File: config.mk
export PLATFORM = sky130hd
export DESIGN_NAME = ptp_axis_tx_classifier
export DESIGN_NICKNAME = d
export VERILOG_FILES = /design/src/rtl/ptp_pkg.sv /design/src/rtl/axis_skid_buffer.sv /design/src/rtl/ptp_axis_tx_classifier.sv
export SDC_FILE = /design/constraint.sdc
export NUM_CORES = 1
export LEC_CHECK = 0
export ABC_AREA = 1
export BUFFER_PORTS_ARGS = -buffer_cell sky130_fd_sc_hd__clkbuf_2
export CORE_UTILIZATION = 30
export DETAILED_ROUTE_END_ITERATION = 12
export PLACE_DENSITY = 0.59
export SLEW_MARGIN = 15
export SYNTH_ARGS = -nofsm -noshare
export SYNTH_HDL_FRONTEND = slang
export SYNTH_HIERARCHICAL = 1
export SYNTH_SLANG_ARGS = --single-unit
File: constraint.sdc
create_clock -name mac_axis_aclk -period 2.2 [get_ports mac_axis_aclk]
set_input_delay 0.44 -clock mac_axis_aclk [delete_from_list [all_inputs] [get_ports mac_axis_aclk]]
set_output_delay 0.44 -clock mac_axis_aclk [all_outputs]
set_load 0.02 [all_outputs]
File: src/rtl/ptp_pkg.sv
// Shared PTPv2/Ethernet constants, message types and parser types for the
// MAC-side PTP classifier and timestamping blocks.
package ptp_pkg;

   localparam logic [15:0] PTP_ETHERTYPE = 16'h88F7;
   localparam logic [15:0] VLAN_TPID     = 16'h8100;

   localparam int unsigned AXIS_W       = 8;
   localparam int unsigned SKID_W       = AXIS_W + 1;
   localparam int unsigned CNT_W        = 6;
   localparam int unsigned DROP_CNT_DEF = 16;

   // Byte positions within the frame / PTP header
   localparam logic [CNT_W-1:0] ETH_TYPE_OFS  = 6'd12;
   localparam logic [CNT_W-1:0] VLAN_TYPE_OFS = 6'd16;
   localparam logic [CNT_W-1:0] ETH_HDR_LEN   = 6'd14;
   localparam logic [CNT_W-1:0] VLAN_HDR_LEN  = 6'd18;
   localparam logic [CNT_W-1:0] MSGTYPE_OFS   = 6'd0;
   localparam logic [CNT_W-1:0] SEQID_OFS     = 6'd30;

   typedef enum logic [3:0] {
      MSG_SYNC             = 4'h0,
      MSG_DELAY_REQ        = 4'h1,
      MSG_PDELAY_REQ       = 4'h2,
      MSG_PDELAY_RESP      = 4'h3,
      MSG_FOLLOW_UP        = 4'h8,
      MSG_DELAY_RESP       = 4'h9,
      MSG_PDELAY_RESP_FUP  = 4'hA,
      MSG_ANNOUNCE         = 4'hB,
      MSG_SIGNALING        = 4'hC,
      MSG_MANAGEMENT       = 4'hD
   } ptp_msg_e;

   typedef enum logic [1:0] {
      S_ETH,
      S_VLAN,
      S_PTP,
      S_SKIP
   } parser_state_e;

   typedef struct packed {
      logic [3:0]  msg_type;
      logic [15:0] seq_id;
      logic        is_event;
      logic        vlan;
   } ptp_desc_t;

   // Event messages are the ones that need an egress timestamp
   function automatic logic is_event_msg(input logic [3:0] msg_type);
      return msg_type <= 4'(MSG_PDELAY_RESP);
   endfunction

endpackage

File: src/rtl/axis_skid_buffer.sv
// Fully registered one-entry skid buffer for AXI-Stream: 1-cycle latency,
// full throughput, tready driven from a flop.
module axis_skid_buffer #(
   parameter int unsigned WIDTH = 9
) (
   input  logic             clk,
   input  logic             rst,
   input  logic [WIDTH-1:0] s_data,
   input  logic             s_valid,
   output logic             s_ready,
   output logic [WIDTH-1:0] m_data,
   output logic             m_valid,
   input  logic             m_ready
);

   logic [WIDTH-1:0] skid_data;
   logic             skid_valid;

   // s_ready=1 implies the skid slot is empty; s_ready=0 after reset just primes it
   always_ff @(posedge clk) begin
      if (rst) begin
         s_ready    <= 1'b0;
         m_valid    <= 1'b0;
         m_data     <= '0;
         skid_valid <= 1'b0;
         skid_data  <= '0;
      end else if (s_ready) begin
         if (!m_valid || m_ready) begin
            m_valid <= s_valid;
            if (s_valid) m_data <= s_data;
         end else if (s_valid) begin
            skid_valid <= 1'b1;
            skid_data  <= s_data;
            s_ready    <= 1'b0;
         end
      end else if (!m_valid || m_ready) begin
         m_valid <= skid_valid;
         if (skid_valid) m_data <= skid_data;
         skid_valid <= 1'b0;
         s_ready    <= 1'b1;
      end
   end

endmodule

File: src/rtl/ptp_axis_tx_classifier.sv
// Inline TX AXI-Stream stage: forwards frames untouched through a skid buffer
// and emits one descriptor per complete L2 PTPv2 frame.
module ptp_axis_tx_classifier
   import ptp_pkg::*;
#(
   parameter logic [15:0] PTP_ETHERTYPE = ptp_pkg::PTP_ETHERTYPE,
   parameter logic [15:0] VLAN_TPID     = ptp_pkg::VLAN_TPID,
   parameter int unsigned DROP_CNT_W    = ptp_pkg::DROP_CNT_DEF
) (
   input  logic                  mac_axis_aclk,
   input  logic                  rst,
   input  logic [7:0]            s_axis_tdata,
   input  logic                  s_axis_tvalid,
   output logic                  s_axis_tready,
   input  logic                  s_axis_tlast,
   output logic [7:0]            m_axis_tdata,
   output logic                  m_axis_tvalid,
   input  logic                  m_axis_tready,
   output logic                  m_axis_tlast,
   output logic                  ptp_info_valid,
   input  logic                  ptp_info_ready,
   output logic [3:0]            ptp_msg_type,
   output logic [15:0]           ptp_seq_id,
   output logic                  ptp_is_event,
   output logic                  ptp_vlan,
   output logic [DROP_CNT_W-1:0] ptp_drop_cnt
);

   logic [SKID_W-1:0] skid_m_data;

   axis_skid_buffer #(.WIDTH(SKID_W)) u_skid (
      .clk     (mac_axis_aclk),
      .rst     (rst),
      .s_data  ({s_axis_tlast, s_axis_tdata}),
      .s_valid (s_axis_tvalid),
      .s_ready (s_axis_tready),
      .m_data  (skid_m_data),
      .m_valid (m_axis_tvalid),
      .m_ready (m_axis_tready)
   );

   assign m_axis_tdata = skid_m_data[AXIS_W-1:0];
   assign m_axis_tlast = skid_m_data[AXIS_W];

   parser_state_e    state;
   logic [CNT_W-1:0] byte_cnt;
   logic [CNT_W-1:0] hdr_base;
   logic [7:0]       type_hi;
   logic [7:0]       seq_hi;
   logic [3:0]       msg_type_q;
   logic [15:0]      seq_id_q;
   logic             vlan_q;
   logic             complete_q;

   logic             beat_c;
   logic [15:0]      type_word_c;
   logic [CNT_W-1:0] hdr_ofs_c;
   logic             seq_last_c;
   logic             frame_ok_c;
   logic             load_c;
   ptp_desc_t        desc_new_c;
   ptp_desc_t        desc_q;

   assign beat_c      = s_axis_tvalid & s_axis_tready;
   assign type_word_c = {type_hi, s_axis_tdata};
   assign hdr_ofs_c   = byte_cnt - hdr_base;
   assign seq_last_c  = (state == S_PTP) && (hdr_ofs_c == SEQID_OFS + 6'd1);
   // A frame may end exactly on the last sequenceId byte
   assign frame_ok_c  = complete_q | seq_last_c;
   assign load_c      = beat_c & s_axis_tlast & frame_ok_c;

   // Header parser, advanced only by accepted input beats
   always_ff @(posedge mac_axis_aclk) begin
      if (rst) begin
         state      <= S_ETH;
         byte_cnt   <= '0;
         hdr_base   <= '0;
         type_hi    <= '0;
         seq_hi     <= '0;
         msg_type_q <= '0;
         seq_id_q   <= '0;
         vlan_q     <= 1'b0;
         complete_q <= 1'b0;
      end else if (beat_c) begin
         if (s_axis_tlast) begin
            state      <= S_ETH;
            byte_cnt   <= '0;
            vlan_q     <= 1'b0;
            complete_q <= 1'b0;
         end else begin
            if (byte_cnt != '1) byte_cnt <= byte_cnt + 6'd1;
            case (state)
               S_ETH: begin
                  if (byte_cnt == ETH_TYPE_OFS) begin
                     type_hi <= s_axis_tdata;
                  end else if (byte_cnt == ETH_TYPE_OFS + 6'd1) begin
                     if (type_word_c == VLAN_TPID) begin
                        state  <= S_VLAN;
                        vlan_q <= 1'b1;
                     end else if (type_word_c == PTP_ETHERTYPE) begin
                        state    <= S_PTP;
                        hdr_base <= ETH_HDR_LEN;
                     end else begin
                        state <= S_SKIP;
                     end
                  end
               end
               S_VLAN: begin
                  if (byte_cnt == VLAN_TYPE_OFS) begin
                     type_hi <= s_axis_tdata;
                  end else if (byte_cnt == VLAN_TYPE_OFS + 6'd1) begin
                     if (type_word_c == PTP_ETHERTYPE) begin
                        state    <= S_PTP;
                        hdr_base <= VLAN_HDR_LEN;
                     end else begin
                        state <= S_SKIP;
                     end
                  end
               end
               S_PTP: begin
                  if (hdr_ofs_c == MSGTYPE_OFS) begin
                     msg_type_q <= s_axis_tdata[3:0];
                  end else if (hdr_ofs_c == SEQID_OFS) begin
                     seq_hi <= s_axis_tdata;
                  end else if (seq_last_c) begin
                     seq_id_q   <= {seq_hi, s_axis_tdata};
                     complete_q <= 1'b1;
                     state      <= S_SKIP;
                  end
               end
               S_SKIP:  ;
               default: state <= S_ETH;
            endcase
         end
      end
   end

   always_comb begin
      desc_new_c          = '0;
      desc_new_c.msg_type = msg_type_q;
      desc_new_c.seq_id   = complete_q ? seq_id_q : {seq_hi, s_axis_tdata};
      desc_new_c.is_event = is_event_msg(msg_type_q);
      desc_new_c.vlan     = vlan_q;
   end

   // Holding register: an unconsumed descriptor wins over a new one
   always_ff @(posedge mac_axis_aclk) begin
      if (rst) begin
         ptp_info_valid <= 1'b0;
         desc_q         <= '0;
         ptp_drop_cnt   <= '0;
      end else if (load_c) begin
         if (ptp_info_valid && !ptp_info_ready) begin
            if (ptp_drop_cnt != '1) ptp_drop_cnt <= ptp_drop_cnt + DROP_CNT_W'(1);
         end else begin
            desc_q         <= desc_new_c;
            ptp_info_valid <= 1'b1;
         end
      end else if (ptp_info_valid && ptp_info_ready) begin
         ptp_info_valid <= 1'b0;
      end
   end

   assign ptp_msg_type = desc_q.msg_type;
   assign ptp_seq_id   = desc_q.seq_id;
   assign ptp_is_event = desc_q.is_event;
   assign ptp_vlan     = desc_q.vlan;

endmodule

* Word level (Yosys, flattened, before mapping)
Cells that the tools add are included.
** Storage, ports and cells
- Flip-flop bits (word level) :: 112
- Input port bits :: 14
- Output and inout port bits :: 50
** Operators by class
- $add $sub $neg :: 3
- $lt $le $gt $ge :: 1
- Eq/ne operators :: 34
- Muxes and demuxes :: 54
- Bitwise logic cells :: 9
- Reductions and logical operators :: 35
** Operators with widths (number)
- 6-bit 2-to-1 mux :: 9
- 9-bit 2-to-1 mux :: 5
- 16-bit == test (second input constant) :: 2
- 2-bit inequality test (second input constant) :: 15
- 1-bit 2-to-1 mux :: 25
- 6-bit by 5-bit == test with 1-bit output (second input constant) :: 4
- 2-bit nonzero test :: 11
- 3-bit inequality test (second input constant) :: 7
- 5-bit AND reduction :: 4
- 2-bit 2-to-1 mux :: 9
- 16-bit by 1-bit adder with 16-bit output (second input constant) :: 1
- 16-bit 2-to-1 mux :: 1
- 8-bit 2-to-1 mux :: 2
- 16-bit inequality test (second input constant) :: 1
- 8-bit one-hot mux with 2 select lines :: 1
- 6-bit by 4-bit == test with 1-bit output (second input constant) :: 2
- 6-bit one-hot mux with 2 select lines :: 1
- 3-bit AND reduction :: 4
- 10-bit AND reduction :: 1
- 9-bit AND reduction :: 1
- 6-bit by 1-bit adder with 6-bit output (second input constant) :: 1
- 6-bit logical NOT :: 1
- 6-bit inequality test (second input constant) :: 1
- 2-bit one-hot mux with 3 select lines :: 1
- 15 further kinds :: 26

* Logic depth before layout (Yosys ltp)
- Depth after elaboration :: 8
- Mapped depth :: 16

* Hierarchy
The synthesis kept the hierarchy.
** By module, submodules not included
- ptp_axis_tx_classifier :: instances 1, cells each 645, area an instance 4471.8 um2
- axis_skid_buffer :: instances 1, cells each 143, area an instance 925.9 um2

* Worst setup path after synthesis
Ideal clock, no wire load.
- Path type :: register to register
- Start point :: register byte_cnt[1]
- End point :: register seq_id_q[10]
- Setup time :: 0.113 ns
- Arrival time :: 2.018 ns
- Required time :: 2.087 ns
- Setup slack :: 0.069 ns
- Cell stages (with the launch flop) :: 16
- Buffers on the path :: 1
- Cell sequence :: dfxtp_1 -> inv_1 -> ha_1 -> inv_1 -> fa_1 -> nand2_1 -> inv_2 -> nor2_2 -> nand2_2 -> nor2_4 -> nand3_4 -> nor2_4 -> nand2_4 -> buf_2 -> o21ai_1 -> nor2_1
** Between the ends
- Longest elaborated chain between the ends :: 4
** Ends and longest elaborated chain
- from (decl) :: RTL line ptp_axis_tx_classifier.sv:46 : logic [CNT_W-1:0] byte_cnt;
- from (signal assigned) :: RTL line ptp_axis_tx_classifier.sv:91 : if (byte_cnt != '1) byte_cnt <= byte_cnt + 6'd1;
- 6-bit subtractor * :: RTL line ptp_axis_tx_classifier.sv:66 : assign hdr_ofs_c = byte_cnt - hdr_base;
- 6-bit by 5-bit == test with 1-bit output (tied with other cells) :: RTL line ptp_axis_tx_classifier.sv:67 : assign seq_last_c = (state == S_PTP) && (hdr_ofs_c == SEQID_OFS + 6'd1);
- 1-bit logical AND / 1-bit NOT (equally long branches)
- 6-bit AND reduction (no line) *
- to (signal assigned) :: RTL line ptp_axis_tx_classifier.sv:126 : seq_id_q <= {seq_hi, s_axis_tdata};
- to (decl) :: RTL line ptp_axis_tx_classifier.sv:51 : logic [15:0] seq_id_q;
Every way passes the cells marked *; elsewhere a longest branch is shown, timed or not.
A chain may end at the register's enable or synchronous reset.

* Final worst setup path
- Start point :: register byte_cnt[1]
- End point :: register seq_id_q[4]
The elaborated chain is that of the path after synthesis.

==> reports/metrics.yaml <==
die_area_mm2: 0.0185
hp-class: "in2reg"
grt_pass1_wl_um: 22300
cp-end-kind: "flip-flop"
status: "finished clean"
grt_pass1_vias: 4646
grt_max_degree: 48
grt_remaining_overflow: 0
wl_met2_um: 5570
fin_nets: 882
p_leak_nw: 2.69
dp_hpwl_um: 9390
cts_hold_buf: 0
ys_warn_count: 6
clk_latency_ns: 0.36
top_layer: "met4"
seqPwrFrac_pct: 51.9
worstPathMaxFanout: 5
clkSinkCount: 109
die_h_um: 136
fmax_mhz: 463
worstMarginPinSlew_ns: 0.574
startpoint_type: "flip-flop"
dr.pass1.iters: 6
antenna_found_initial: 0
n_fill_cell: 1868
htreeDepth: 3
p_sw_mw: 1.01
rsz0062_at_grt: "yes"
ctsRootBufferMaster: "clkbuf_16"
ys_types: 34
power.density_mw_per_mm2: 604
drc: 0
crit_type: "reg2reg"
timing.rr.end: "seq_id_q[4]$_SDFFE_PP0P_"
setup_violations: 0
syn_avg_cell_area_um2: 6.85
n_antenna_cell: 0
io_pins: 64
intPower_mw: 2.88
grt.total_usage_pct: 15.0
p_sw_share_pct: 26.0
cts_tree: "built"
holdWs_ns: 0.308
syn-num-nets: 814
required_ns: 2.46
skew_ns: 0.00415
rr_worst_depth: 14
clock_path_buffers: 2
crit_arrival_ns: 2.42
layout-drive-gt1-share_pct: 17.2
final_cell_mix: "190 x nand2_1, 120 x nor2_1, 107 x dfxtp_1"
via_per_inst: 4.69
utilization_pct: 36.9
worstSetupEndpoint: "seq_id_q[4]$_SDFFE_PP0P_"
p_clk_share_pct: 39.4
wirelength_um: 13400
mostFrequentLayoutCell: "nand2_1"
cap_violations: 0
yosysSeqAreaShare_pct: 40.4
vias: 5092
port_buffers: 63
timing.slew.headroom_pct: 61.7
num_rows: 48
synth_cells: 788
wirelength_met1_um: 7030
r2r_start: "byte_cnt[1]$_SDFFE_PP0P_"
comb_power_share_pct: 8.7
rrSetupSlack_ns: 0.04
wl_met3_um: 626
drt_iter0_drc: 298
gp_congestion: 0.799
initial_utilization_pct: 31.0
cts-buffers-inserted: 9
peakVddDrop_mv: 0.547
syn2layout_area_growth_pct: 19.1
core_area_mm2: 0.0174
syn_area_mm2: 0.00540
cp-startpoint: "byte_cnt[1]$_SDFFE_PP0P_"
routedWlPerCell_um: 12.4
post-route-min-period_ns: 2.16
period_share_pct: 98.3
clk_pin_slew_worst_paths_ns: 0.07
drv_slew: 0
die_x_um: 136
ant_nets: 0
synth.ff_latch_count: 109
hold_viol: 0
## registers in the layout, indices dropped and copies added, names as in the netlist, 6 cells and up
signal and flops:
byte_cnt 6, ptp_drop_cnt 16, ptp_seq_id 16, seq_hi 8, seq_id_q 16, type_hi 8, u_skid/m_data 9, u_skid/skid_data 9
## area by class of cell
| type | instances | area (µm²) | area share [%] |
|---|---|---|---|
| multi-input cells | 570 | 2830 | 44.0 |
| flip-flops and latches | 109 | 2180 | 34.0 |
| repair buffers | 87 | 563 | 8.75 |
| inverters | 78 | 298 | 4.63 |
| well taps | 225 | 282 | 4.38 |
| clock buffers | 11 | 233 | 3.62 |
| clock inverters | 5 | 35.0 | 0.545 |
| repair inverters | 1 | 5.00 | 0.0778 |
## worst max-delay path, cell delays in order, from the launching register on
cell and delay [ns]:
dfxtp_2 0.32, inv_2 0.07, ha_4 0.13, inv_2 0.04, fa_2 0.52, inv_2 0.05
nor2_4 0.07, nand2_2 0.07, nor2_4 0.10, nand3_4 0.11, nor2_4 0.16, nand2_4 0.11
clkbuf_16 0.17, o21ai_1 0.11, nor2_1 0.05
## routing by layer
metal  global-route usage, %  vias up
li1                        -     2700
met1                    21.1     2272
met5                       0        -
met4                    5.49        0
met3                    3.32       14
met2                    22.2      106
## stage by stage
stage               TNS, ns  setup WS, ns  instance area (µm²)  power, mW  std cells
floorplan                 0        0.0692                 5400       2.29        788
global placement          0        0.0157                 6020       2.39       1064
detailed placement   -0.420       -0.0343                 6020       2.39       1064
CTS                       0        0.0120                 6310       3.93       1082
global route          -3.53       -0.0944                 6430       4.06       1086
finish                    0        0.0382                 6430       3.89       1086
## cells by family after synthesis
logic type,count (synthesis),share of synthesized area (%)
compound gates,116,10.9
xor+xnor,12,1.95
fa+ha+maj,12,2.92
buf+inv,110,8.67
flops,109,40.4
simple gates,429,35.2
## power by group through the flow
stage | registers (mW) | logic, mW | clock network [mW]
after floorplan | 2.09 | 0.201 | 0
after global placement | 2.06 | 0.324 | 0
after detailed placement | 2.06 | 0.326 | 0
after CTS | 2.02 | 0.328 | 1.58
after global routing | 2.02 | 0.383 | 1.65
final | 2.02 | 0.339 | 1.53
## Yosys cell counts
master / count / share of area, %
nand2_4: 2 / 0.42
o21ai_0: 30 / 2.8
xnor2_1: 3 / 0.49
inv_1: 69 / 4.8
nor3_2: 1 / 0.19
ha_1: 11 / 2.5
nor2_1: 123 / 8.6
clkinv_2: 1 / 0.093
o21ai_1: 19 / 1.8
nand2_2: 2 / 0.23
clkbuf_1: 15 / 1.0
inv_2: 7 / 0.49
dfxtp_1: 109 / 40
buf_1: 1 / 0.069
fa_1: 1 / 0.37
o21a_1: 1 / 0.14
a211oi_1: 1 / 0.14
nor2_4: 3 / 0.63
a21oi_1: 64 / 5.9
nand3_4: 2 / 0.65
buf_4: 1 / 0.14
nor3b_1: 1 / 0.14
nand3_2: 2 / 0.37
a31oi_1: 1 / 0.12
nand2_1: 191 / 13
nand3_1: 44 / 4.1
clkinv_1: 1 / 0.069
buf_2: 10 / 0.93
or2_1: 1 / 0.12
nand4_1: 47 / 5.4
nor2_2: 6 / 0.70
nor3_1: 4 / 0.37
buf_6: 5 / 1.0
xor2_1: 9 / 1.5
## how the worst min path moves through the flow
stage                                  from                   endpoint  slack, ns  cells after the start
floorplan           type_hi[7]$_SDFFE_PP0P_    type_hi[7]$_SDFFE_PP0P_       0.42                      2
global placement    type_hi[1]$_SDFFE_PP0P_    type_hi[1]$_SDFFE_PP0P_       0.44                      2
detailed placement  type_hi[1]$_SDFFE_PP0P_    type_hi[1]$_SDFFE_PP0P_       0.44                      2
CTS                                     rst  u_skid/s_ready$_SDFF_PP0_       0.30                      2
global route                            rst  u_skid/s_ready$_SDFF_PP0_       0.32                      2
finish                                  rst  u_skid/s_ready$_SDFF_PP0_       0.31                      2
## repair_timing
action	4_1_cts	5_1_grt
gates cloned	0	3
setup endpoints to repair	25	70
endpoints found under the hold margin	0	0
pin swaps	1	2
buffers inserted	2	1
gates resized for setup	5	20
Power figures use the tool's default switching activity.
